### src/rtl/mod_check_sched.sv
// Two-requester round-robin front end for a serial mod-DIVISOR remainder engine.
// A granted word is shifted MSB-first through the engine and the result is offered on res_*.
module mod_check_sched #(
    parameter int unsigned WIDTH   = 8,
    parameter int unsigned DIVISOR = 5
) (
    input  logic             clk,
    input  logic             rst,
    input  logic             req0_valid,
    input  logic [WIDTH-1:0] req0_data,
    output logic             req0_ready,
    input  logic             req1_valid,
    input  logic [WIDTH-1:0] req1_data,
    output logic             req1_ready,
    output logic             res_valid,
    input  logic             res_ready,
    output logic             res_id,
    output logic             res_div,
    output logic [3:0]       res_rem,
    output logic             busy
);

    localparam int unsigned CntW = $clog2(WIDTH + 1);
    localparam logic [4:0]  Div  = 5'(DIVISOR);

    typedef enum logic [1:0] {StIdle, StShift, StDone} state_e;

    state_e           state_q, state_d;
    logic [WIDTH-1:0] shift_q, shift_d;
    logic [3:0]       rem_q, rem_d;
    logic [CntW-1:0]  count_q, count_d;
    logic             last_grant_q, last_grant_d;
    logic             id_q, id_d;
    logic             res_id_q, res_id_d;
    logic             res_div_q, res_div_d;
    logic [3:0]       res_rem_q, res_rem_d;

    logic             grant0, grant1;
    logic [4:0]       t;
    logic [3:0]       rem_step;

    // Work-conserving round-robin: last_grant only breaks ties.
    always_comb begin
        grant0 = req0_valid && (!req1_valid || last_grant_q);
        grant1 = req1_valid && (!req0_valid || !last_grant_q);
    end

    assign req0_ready = (state_q == StIdle) && grant0;
    assign req1_ready = (state_q == StIdle) && grant1;

    // t <= 2*DIVISOR-1, so one conditional subtract keeps rem in range.
    always_comb begin
        t        = {rem_q, 1'b0} + {4'b0000, shift_q[WIDTH-1]};
        rem_step = (t >= Div) ? 4'(t - Div) : t[3:0];
    end

    always_comb begin
        state_d      = state_q;
        shift_d      = shift_q;
        rem_d        = rem_q;
        count_d      = count_q;
        last_grant_d = last_grant_q;
        id_d         = id_q;
        res_id_d     = res_id_q;
        res_div_d    = res_div_q;
        res_rem_d    = res_rem_q;

        case (state_q)
            StIdle: begin
                if (grant0 || grant1) begin
                    shift_d      = grant1 ? req1_data : req0_data;
                    rem_d        = 4'd0;
                    count_d      = CntW'(WIDTH);
                    last_grant_d = grant1;
                    id_d         = grant1;
                    state_d      = StShift;
                end
            end
            StShift: begin
                rem_d   = rem_step;
                shift_d = shift_q << 1;
                count_d = count_q - CntW'(1);
                if (count_q == CntW'(1)) begin
                    res_rem_d = rem_step;
                    res_div_d = (rem_step == 4'd0);
                    res_id_d  = id_q;
                    state_d   = StDone;
                end
            end
            StDone: begin
                if (res_ready) begin
                    state_d = StIdle;
                end
            end
            default: begin
                state_d = StIdle;
            end
        endcase
    end

    always_ff @(posedge clk) begin
        if (!rst) begin
            state_q      <= StIdle;
            shift_q      <= '0;
            rem_q        <= 4'd0;
            count_q      <= '0;
            last_grant_q <= 1'b1;
            id_q         <= 1'b0;
            res_id_q     <= 1'b0;
            res_div_q    <= 1'b0;
            res_rem_q    <= 4'd0;
        end else begin
            state_q      <= state_d;
            shift_q      <= shift_d;
            rem_q        <= rem_d;
            count_q      <= count_d;
            last_grant_q <= last_grant_d;
            id_q         <= id_d;
            res_id_q     <= res_id_d;
            res_div_q    <= res_div_d;
            res_rem_q    <= res_rem_d;
        end
    end

    assign res_valid = (state_q == StDone);
    assign busy      = (state_q != StIdle);
    assign res_id    = res_id_q;
    assign res_div   = res_div_q;
    assign res_rem   = res_rem_q;

endmodule

### config.mk
export PLATFORM = sky130hd
export DESIGN_NAME = mod_check_sched
export DESIGN_NICKNAME = d
export VERILOG_FILES = /design/src/rtl/mod_check_sched.sv
export SDC_FILE = /design/constraint.sdc
export NUM_CORES = 1
export LEC_CHECK = 0
export BUFFER_PORTS_ARGS = -buffer_cell sky130_fd_sc_hd__buf_2
export CAP_MARGIN = 20
export CORE_MARGIN = 2
export CORE_UTILIZATION = 45
export CTS_CLUSTER_DIAMETER = 80
export DETAILED_ROUTE_END_ITERATION = 16
export PLACE_DENSITY = 0.7
export SYNTH_ARGS = -nofsm -noshare
export SYNTH_HDL_FRONTEND = slang
export SYNTH_SLANG_ARGS = --single-unit
### constraint.sdc
create_clock -name clk -period 1.55 [get_ports clk]
set_input_delay 0.31 -clock clk [delete_from_list [all_inputs] [get_ports clk]]
set_output_delay 0.31 -clock clk [all_outputs]
set_load 0.05 [all_outputs]
======== Word-level counts from Yosys, hierarchy flattened ========
Index checks and enable logic that the tools add are counted.
cells by class
  add/subtract/negate cells ............... 3
  multiply operators ...................... 0
  div/mod/pow operators ................... 0
  order comparisons ....................... 1
  equality and inequality tests ........... 6
  shift operators ......................... 0
  muxes and demuxes ....................... 12
  bitwise logic cells ..................... 0
  reduce and logical (&&, ||, !) cells .... 18
operator list
  kind                                                                   number
  8-bit 2-to-1 mux                                                       2
  4-bit one-hot mux with 2 select lines                                  2
  8-bit one-hot mux with 2 select lines                                  1
  4-bit 2-to-1 mux                                                       3
  2-bit 2-to-1 mux                                                       3
  2-bit one-hot mux with 3 select lines                                  1
  2-bit AND reduction                                                    3
  5-bit by 1-bit adder with 5-bit output                                 1
  5-bit by 3-bit >= comparator with 1-bit output, second input constant  1
  4-bit by 1-bit == test with 1-bit output, second input constant        1
  1-bit logical AND                                                      4
  4-bit logical NOT                                                      1
  2-bit by 1-bit != test with 1-bit output, second input constant        2
  2-bit nonzero test                                                     2
  4-bit by 1-bit subtractor with 4-bit output, second input constant     1
  4-bit by 3-bit subtractor with 4-bit output, second input constant     1
  1-bit logical NOT                                                      3
  1-bit logical OR                                                       3
  3-bit AND reduction                                                    1
  2-bit by 1-bit == test with 1-bit output, second input constant        1
  2-bit == test, second input constant                                   1
  2-bit logical NOT                                                      1
  2-bit != test, second input constant                                   1
storage, ports and cells
  register bits ........................... 26
  bits in latches ......................... 0
  memory bits (writable) .................. 0
  memory bits (read-only) ................. 0
  bits of input ports ..................... 21
  output and inout bits ................... 10
  logic and storage cells ................. 49
  memories ................................ 0

======== Longest topological paths before layout ========
Gate-level depths: netlist of the first run.
  depth after elaboration ................. 6
  gate-level depth with buffers ........... 7
  gate-level depth less buffers ........... 6

======== Least setup slack after synthesis of the first run ========
OpenSTA, ideal clock, no wires.
  path type ............................... register -> output
  from .................................... register state_q[1]
  to ...................................... output req0_ready
  arrival time ............................ 1.320 ns
  slack ................................... -0.080 ns
  stages on the path, launching flop included .. 4
  buffers on the path ..................... 0
  path through ............................ dfxtp_1 > nor2_1 > nand2_1 > nor2_1
between the ends
  cells in the longest elaborated chain, start to end .. 2
ends and longest elaborated chain
  what                    RTL line  text
  from (decl)             28        state_e state_q, state_d;
  from (signal assigned)  103       state_q <= StIdle;
  from (signal assigned)  113       state_q <= state_d;
  2-bit logical NOT       48        assign req0_ready = (state_q == StIdle) && grant0;
  1-bit logical AND       48
  to (decl)               11        output logic req0_ready,
Every way passes these cells.

======== Worst setup path in the final report of the first run ========
  from .................................... register last_grant_q
  to ...................................... output req1_ready
between the ends
  cells in the longest elaborated chain, start to end .. 4
ends and longest elaborated chain
  what                    RTL line  text
  from (decl)             32        logic last_grant_q, last_grant_d;
  from (signal assigned)  117       last_grant_q <= last_grant_d;
  1-bit logical NOT       45        grant1 = req1_valid && (!req0_valid || !last_grant_q);
  1-bit logical OR        45
  1-bit logical AND       45
  1-bit logical AND       49        assign req1_ready = (state_q == StIdle) && grant1;
  to (decl)               14        output logic req1_ready,
Every way passes these cells.

==> impl_metrics.toml, run 1 <==
[clock_tree]
hold_buffers = 0
clk_pin_slew_ns = 0.13
cts-root-buf = "clkbuf_4"
clk_latency_ns = 0.31
htreeDepth = 1
numCtsBuffers = 3
clk_path_buf_depth = 2
clkSinkCount = 26
cts_tree = "yes"

[routing]
via_per_inst = 5.76
final_antenna_net_count = 0
post_drt_wl_per_cell_um = 14.3
drt_iter0_drc = 59
vias = 1216
drt_first_pass_iters = 4
wirelength_um = 3010
drc = 0

[synth]
synth_ff_type = "dfxtp_1"
syn_area_um2 = 1330
synth-edff-count = 0
synth_seq_cells = 26
synthArstFlopShare = 0
yosys-top-cells-area = "dfxtp_1 (39%), nor2_1 (7.9%), mux2_2 (6.8%)"
syn_area_per_cell_um2 = 9.15
synth_warnings = 0
syn_inst = 145
synth.largest_area_cell = "dfxtp_1"
ys_seq_area_frac = 0.392
synth_nets = 170
yosysUniqueCellTypes = 41
yosys.area.top_type_share = 0.392

[die]
ios = 31
core_area_um2 = 2780
start_util = 0.477
die_height_um = 58.3
die_w_um = 58.3
dieArea_um2 = 3400
num_rows = 19

[power_and_ir_drop]
leakage_nw = 0.728
power.density_nw_per_um2 = 895
ir_drop_v = 0.000520
total_power_mw = 1.50

[placement]
port_buffers = 30
dp_cells = 204
hpwl_um = 2090
place_ws_ns = -0.0789
routabilityCongestion = 0.756

[cells_and_area]
final_layout_size_suffix_gt1_frac = 0.378
num-fill-cells = 228
antenna_cells = 0
post-route-util = 0.603
final_cells = 211
final_nets = 206
area_delta_synth_final_pct = 26.5

[critical_path]
r2r_cells = 5
cpPeakStageDelay_ns = 0.38
cp.arrival_ns = 1.26
path_class = "reg2out"
path_max_fanout = 5
crit_required_ns = 1.24
crit_chain = "a21boi_4 > buf_12 > nand2_4 > inv_2 > buf_8"
crit_path_end_kind = "primary output"
crit_path_top_delay_cell = "dfxtp_4"
start_kind = "register"

[sta]
setup_viol = 2
skew_ns = 0.00158
relSlewSlack = 0.519
fin_ws_ns = -0.0176
hold_slack_ns = 0.254
finalMaxSlewViolations = 0
tightestPinTransition_ns = 0.720
period_needed_ns = 1.57
grt_setup_unrepaired = "true"
fmax_mhz = 638
finalHoldViolCount = 0
fin_crit_sh = 1.01

[job]
timing.max_cap.violations = 0

[status]
status = "finished with violations"
violations = "setup timing"

[worst_hold_path]
hold_path.class = "in2reg"
hold-path-cell-count = 2

[grt]
grt_overflow = 0
antenna_found_initial = 0
grt.total_usage = 0.191
grt_max_degree = 25
grt_pass1_vias = 1141
grt_pass1_wl_um = 5110
flip-flops by register name (all words and copies together) (netlist names):
name          flops
res_id            1
state_q           2
res_div           1
rem_q             4
id_q              1
shift_q           8
last_grant_q      1
count_q           4
res_rem           4
cell usage in the layout (no fill, tap or decap), types with 2 or more instances in the layout:
cell type	Yosys	routed
nand2_1	5	3
mux2_2	8	4
nor3_1	5	5
buf_6	2	2
mux2_4	0	4
a222oi_1	7	7
mux2i_1	4	4
nor2_1	28	26
a31oi_1	2	2
a21oi_1	4	4
dfxtp_4	0	4
clkbuf_4	0	4
buf_2	3	27
ha_1	4	4
o21ai_0	3	3
a22oi_1	4	4
nor2b_1	3	3
buf_4	1	7
o21a_1	3	3
buf_12	0	2
nor2_2	1	2
inv_1	8	7
dfxtp_1	26	21
power by group:
part           switching (mW)  internal, mW  total [mW]
Combinational           0.215         0.191       0.406
Clock                   0.194         0.143       0.337
Sequential             0.0413         0.717       0.758
path summary, 6_finish.rpt:
kind / to / slack (ns) / startpoint
worst min-delay path: count_q[3] / 0.25 / rst
worst max register to register: shift_q[1] / 0 / last_grant_q
worst min register to register: id_q / 0.50 / id_q
worst max-delay path: req1_ready / -0.02 / last_grant_q
timing repair:
item	in CTS	in global routing
endpoints found under the setup margin	3	14
gates resized for setup	19	10
cloned	1	0
pin swaps	10	9
buffers inserted	3	0
Yosys cell counts, types with 2 or more instances:
library cell and n:
nor2_1 28, dfxtp_1 26, inv_1 8, mux2_2 8
a222oi_1 7, nand2_1 5, nor3_1 5, a21oi_1 4
a22oi_1 4, ha_1 4, mux2i_1 4, buf_2 3
clkbuf_1 3, nor2b_1 3, o21a_1 3, o21ai_0 3
a31oi_1 2, buf_6 2
critical path, delay by kind of cell (launching register included):
family | cells | cell delay, ns
buffers and inverters | 3 | 0.33
and+or+nand+nor | 1 | 0.05
DFF | 1 | 0.38
AOI/OAI and AO/OA | 1 | 0.18
area by class of cell:
type	count	area [um2]	area share
clock buffers	4	36.3	0.0216
multi-input cells	102	763	0.455
well taps	31	38.8	0.0231
repair buffers	40	273	0.163
inverters	8	30.0	0.0179
flip-flops and latches	26	537	0.320
cells by family after synthesis:
family	Yosys count	synth area share
mux	12	0.0981
compound gates	34	0.217
fa+ha+maj	4	0.0377
simple gates	50	0.176
flops	26	0.392
buf+inv	17	0.0651
xor+xnor	2	0.0132
layer usage:
layer / track usage / routed length, um
met5: 0 / 0
met4: 0.0698 / 27
met1: 0.245 / 1290
met2: 0.326 / 1560
met3: 0.0264 / 125
through the flow:
step | TNS [ns] | cell area [um2]
2_1_floorplan | 0 | 1330
3_3_place_gp | -0.0924 | 1540
3_5_place_dp | -0.433 | 1540
4_1_cts | -0.0936 | 1680
5_1_grt | -0.347 | 1680
6_report | -0.0180 | 1680
No activity file was read; power rests on OpenSTA's default activity.
==> run 2: changes to the inputs <==
--- a/config.mk
+++ b/config.mk
@@ -5,6 +5,7 @@
 export SDC_FILE = /design/constraint.sdc
 export NUM_CORES = 1
 export LEC_CHECK = 0
+export ABC_AREA = 1
 export BUFFER_PORTS_ARGS = -buffer_cell sky130_fd_sc_hd__buf_2
 export CAP_MARGIN = 20
 export CORE_MARGIN = 2
==> run 2 against run 1 <==
Effect of this change: cell count up 17%; sequential power about the same; synthesized area up 1.0%; die area up 0.96%; sequential share of layout area up 0.67 points; global-route usage down 0.10 points; critical path depth down 1; synthesized cell count up 26%; the flow now finishes without violations; routed wire length down 2.7%; worst hold slack worse by 0.036 ns; first-iteration DRC count down 20%; count of clock-buffer cells in the layout unchanged.
==> impl_metrics.toml, run 2 <==
[cells_and_area]
register_area_um2 = 524
post-route-util = 0.577
multi_input_area_um2 = 698
final_nets = 241
antenna_cells = 0
final_layout_size_suffix_gt1_frac = 0.279
final_cells = 246
num-fill-cells = 270
regMostFlops = "shift_q"
area_delta_synth_final_pct = 19.8
largest_register_ffs = 8
final_cell_mix = "nand2_1 (40), buf_2 (27), dfxtp_1 (23)"
final_common_cell = "nand2_1"

[sta]
tightestPinTransition_ns = 0.331
skew_ns = 0.0142
period_needed_ns = 1.49
setup_viol = 0
fmax_mhz = 673
grt_setup_unrepaired = "true"
finalHoldViolCount = 0
finalMaxSlewViolations = 0
relSlewSlack = 0.779
fin_crit_sh = 0.959

[synth]
synth_warnings = 0
synth_nets = 207
yosys-top-cells-area = "dfxtp_1 (39%), nand2_1 (11%), a21oi_1 (6.7%)"
yosys-top-cells-count = "nand2_1 (41), dfxtp_1 (26), inv_1 (20), a21oi_1 (18), nor2_1 (14)"
synth_seq_cells = 26
synth.largest_area_cell = "dfxtp_1"
yosys.area.top_type_share = 0.388
synth.most_common_cell = "nand2_1"
syn_inst = 182
yosysUniqueCellTypes = 29
synth-edff-count = 0
syn_area_per_cell_um2 = 7.36
ys_seq_area_frac = 0.388
syn_area_um2 = 1340
synthArstFlopShare = 0
synth_ff_type = "dfxtp_1"

[power_and_ir_drop]
p_sw_mw = 0.502
internal_power_mw = 1.03
pwr-share-comb = 0.283
p_seq_frac = 0.497
switching_share = 0.329
leakage_nw = 0.763
power_frac_clock = 0.220
ir_drop_v = 0.000632
total_power_mw = 1.53
power.density_nw_per_um2 = 951

[critical_path]
cpLargestDelayFamily = "flip-flops"
path_buf_inv = 2
cpPeakStageDelay_ns = 0.36
cp.arrival_ns = 1.18
crit_path_end_kind = "primary output"
cp-startpoint = "state_q[0]"
start_kind = "register"
cp.depth = 4
crit_path_top_delay_cell = "dfxtp_2"
crit_chain = "inv_2 > nand3_1 > a21oi_2 > buf_6"
path_max_fanout = 3
crit_required_ns = 1.24
rr_startpoint = "count_q[1]"
r2r_cells = 9
path_class = "reg2out"

[status]
status = "finished clean"

[job]
timing.max_cap.violations = 0

[clock_tree]
clkSinkCount = 26
clk_latency_ns = 0.32
numCtsBuffers = 3
cts-root-buf = "clkbuf_4"
htreeDepth = 1
clk_pin_slew_ns = 0.14
hold_buffers = 0
cts_tree = "yes"
clk_path_buf_depth = 2

[grt]
antenna_found_initial = 0
grt.total_usage = 0.190
grt_pass1_wl_um = 5150
grt_overflow = 0
grt_pass1_vias = 1260
grt_max_degree = 17

[placement]
hpwl_um = 2320
routabilityCongestion = 0.868
port_buffers = 30
dp_cells = 241

[routing]
vias = 1308
drt_first_pass_iters = 4
via_per_inst = 5.32
post_drt_wl_per_cell_um = 11.9
wirelength_um = 2930
drc = 0
final_antenna_net_count = 0
drt_iter0_drc = 47

[die]
num_rows = 19
ios = 31
dieArea_um2 = 3430
die_height_um = 58.6
core_area_um2 = 2780
start_util = 0.482
die_w_um = 58.6

[worst_hold_path]
hold-path-cell-count = 4
min-delay-start = "res_ready"
hold_path.class = "in2reg"
-- run 2: changes by cell type after synthesis, sizes merged, moves of 7 or more --
cell	before	now
nand3	0	11
nand2	5	43
a222oi	7	0
nor2	29	18
mux2	8	0
a21oi	4	19
inv	8	25
-- run 2: power by group through the flow --
stage,sequential (mW),combinational [mW],clock (mW)
2_1_floorplan,0.786,0.300,0
3_3_place_gp,0.768,0.405,0
3_5_place_dp,0.772,0.417,0
4_1_cts,0.757,0.423,0.343
5_1_grt,0.766,0.482,0.371
6_report,0.759,0.432,0.337
-- run 2: cell families after synthesis --
logic type,count (synthesis),synth area share
AND/OR/NAND/NOR,78,0.276
adder cells (fa/ha/maj),4,0.0373
AO/OA/AOI/OAI,40,0.183
buffers and inverters,33,0.108
XOR/XNOR,1,0.00654
flip-flops,26,0.388
-- run 2: final cells by class --
class	count	area share
inverters	26	0.0608
clock buffers	4	0.0226
flip-flops and latches	26	0.327
multi-input cells	123	0.435
well taps	31	0.0242
repair buffers	36	0.131
-- run 2: per-stage QoR --
step	hold slack, ns	instance area (um2)	setup WS, ns	setup TNS (ns)
global placement	0.446	1530	0.152	0
floorplan	0.410	1350	0.0987	0
finish	0.218	1610	0.0636	0
detailed placement	0.454	1530	0.0787	0
CTS	0.225	1570	0.0237	0
global route	0.222	1610	-0.00838	-0.00838
-- run 2: repair_timing --
action,CTS,global route
buffers inserted,0,1
pin swaps,0,3
setup endpoints to repair,2,11
gates resized for setup,2,10
gates cloned,0,0
-- run 2: path summary, 6_finish.rpt --
check,slack [ns],to
min,0.22,state_q[1]
min reg2reg,0.47,id_q
max,0.06,req0_ready
max reg2reg,0.14,res_rem[3]
-- run 2: worst min-delay path, delay by kind of cell --
| kind | cells | cell delay, ns |
|---|---|---|
| buf+inv | 2 | 0.10 |
| compound gates | 1 | 0.06 |
| simple gates | 1 | 0.05 |
-- run 2: metal layers --
| layer | part of all wire | track usage |
|---|---|---|
| met4 | 0.0055 | 0.0552 |
| met1 | 0.44 | 0.236 |
| met3 | 0.053 | 0.0286 |
| met2 | 0.50 | 0.339 |
| met5 | 0 | 0 |
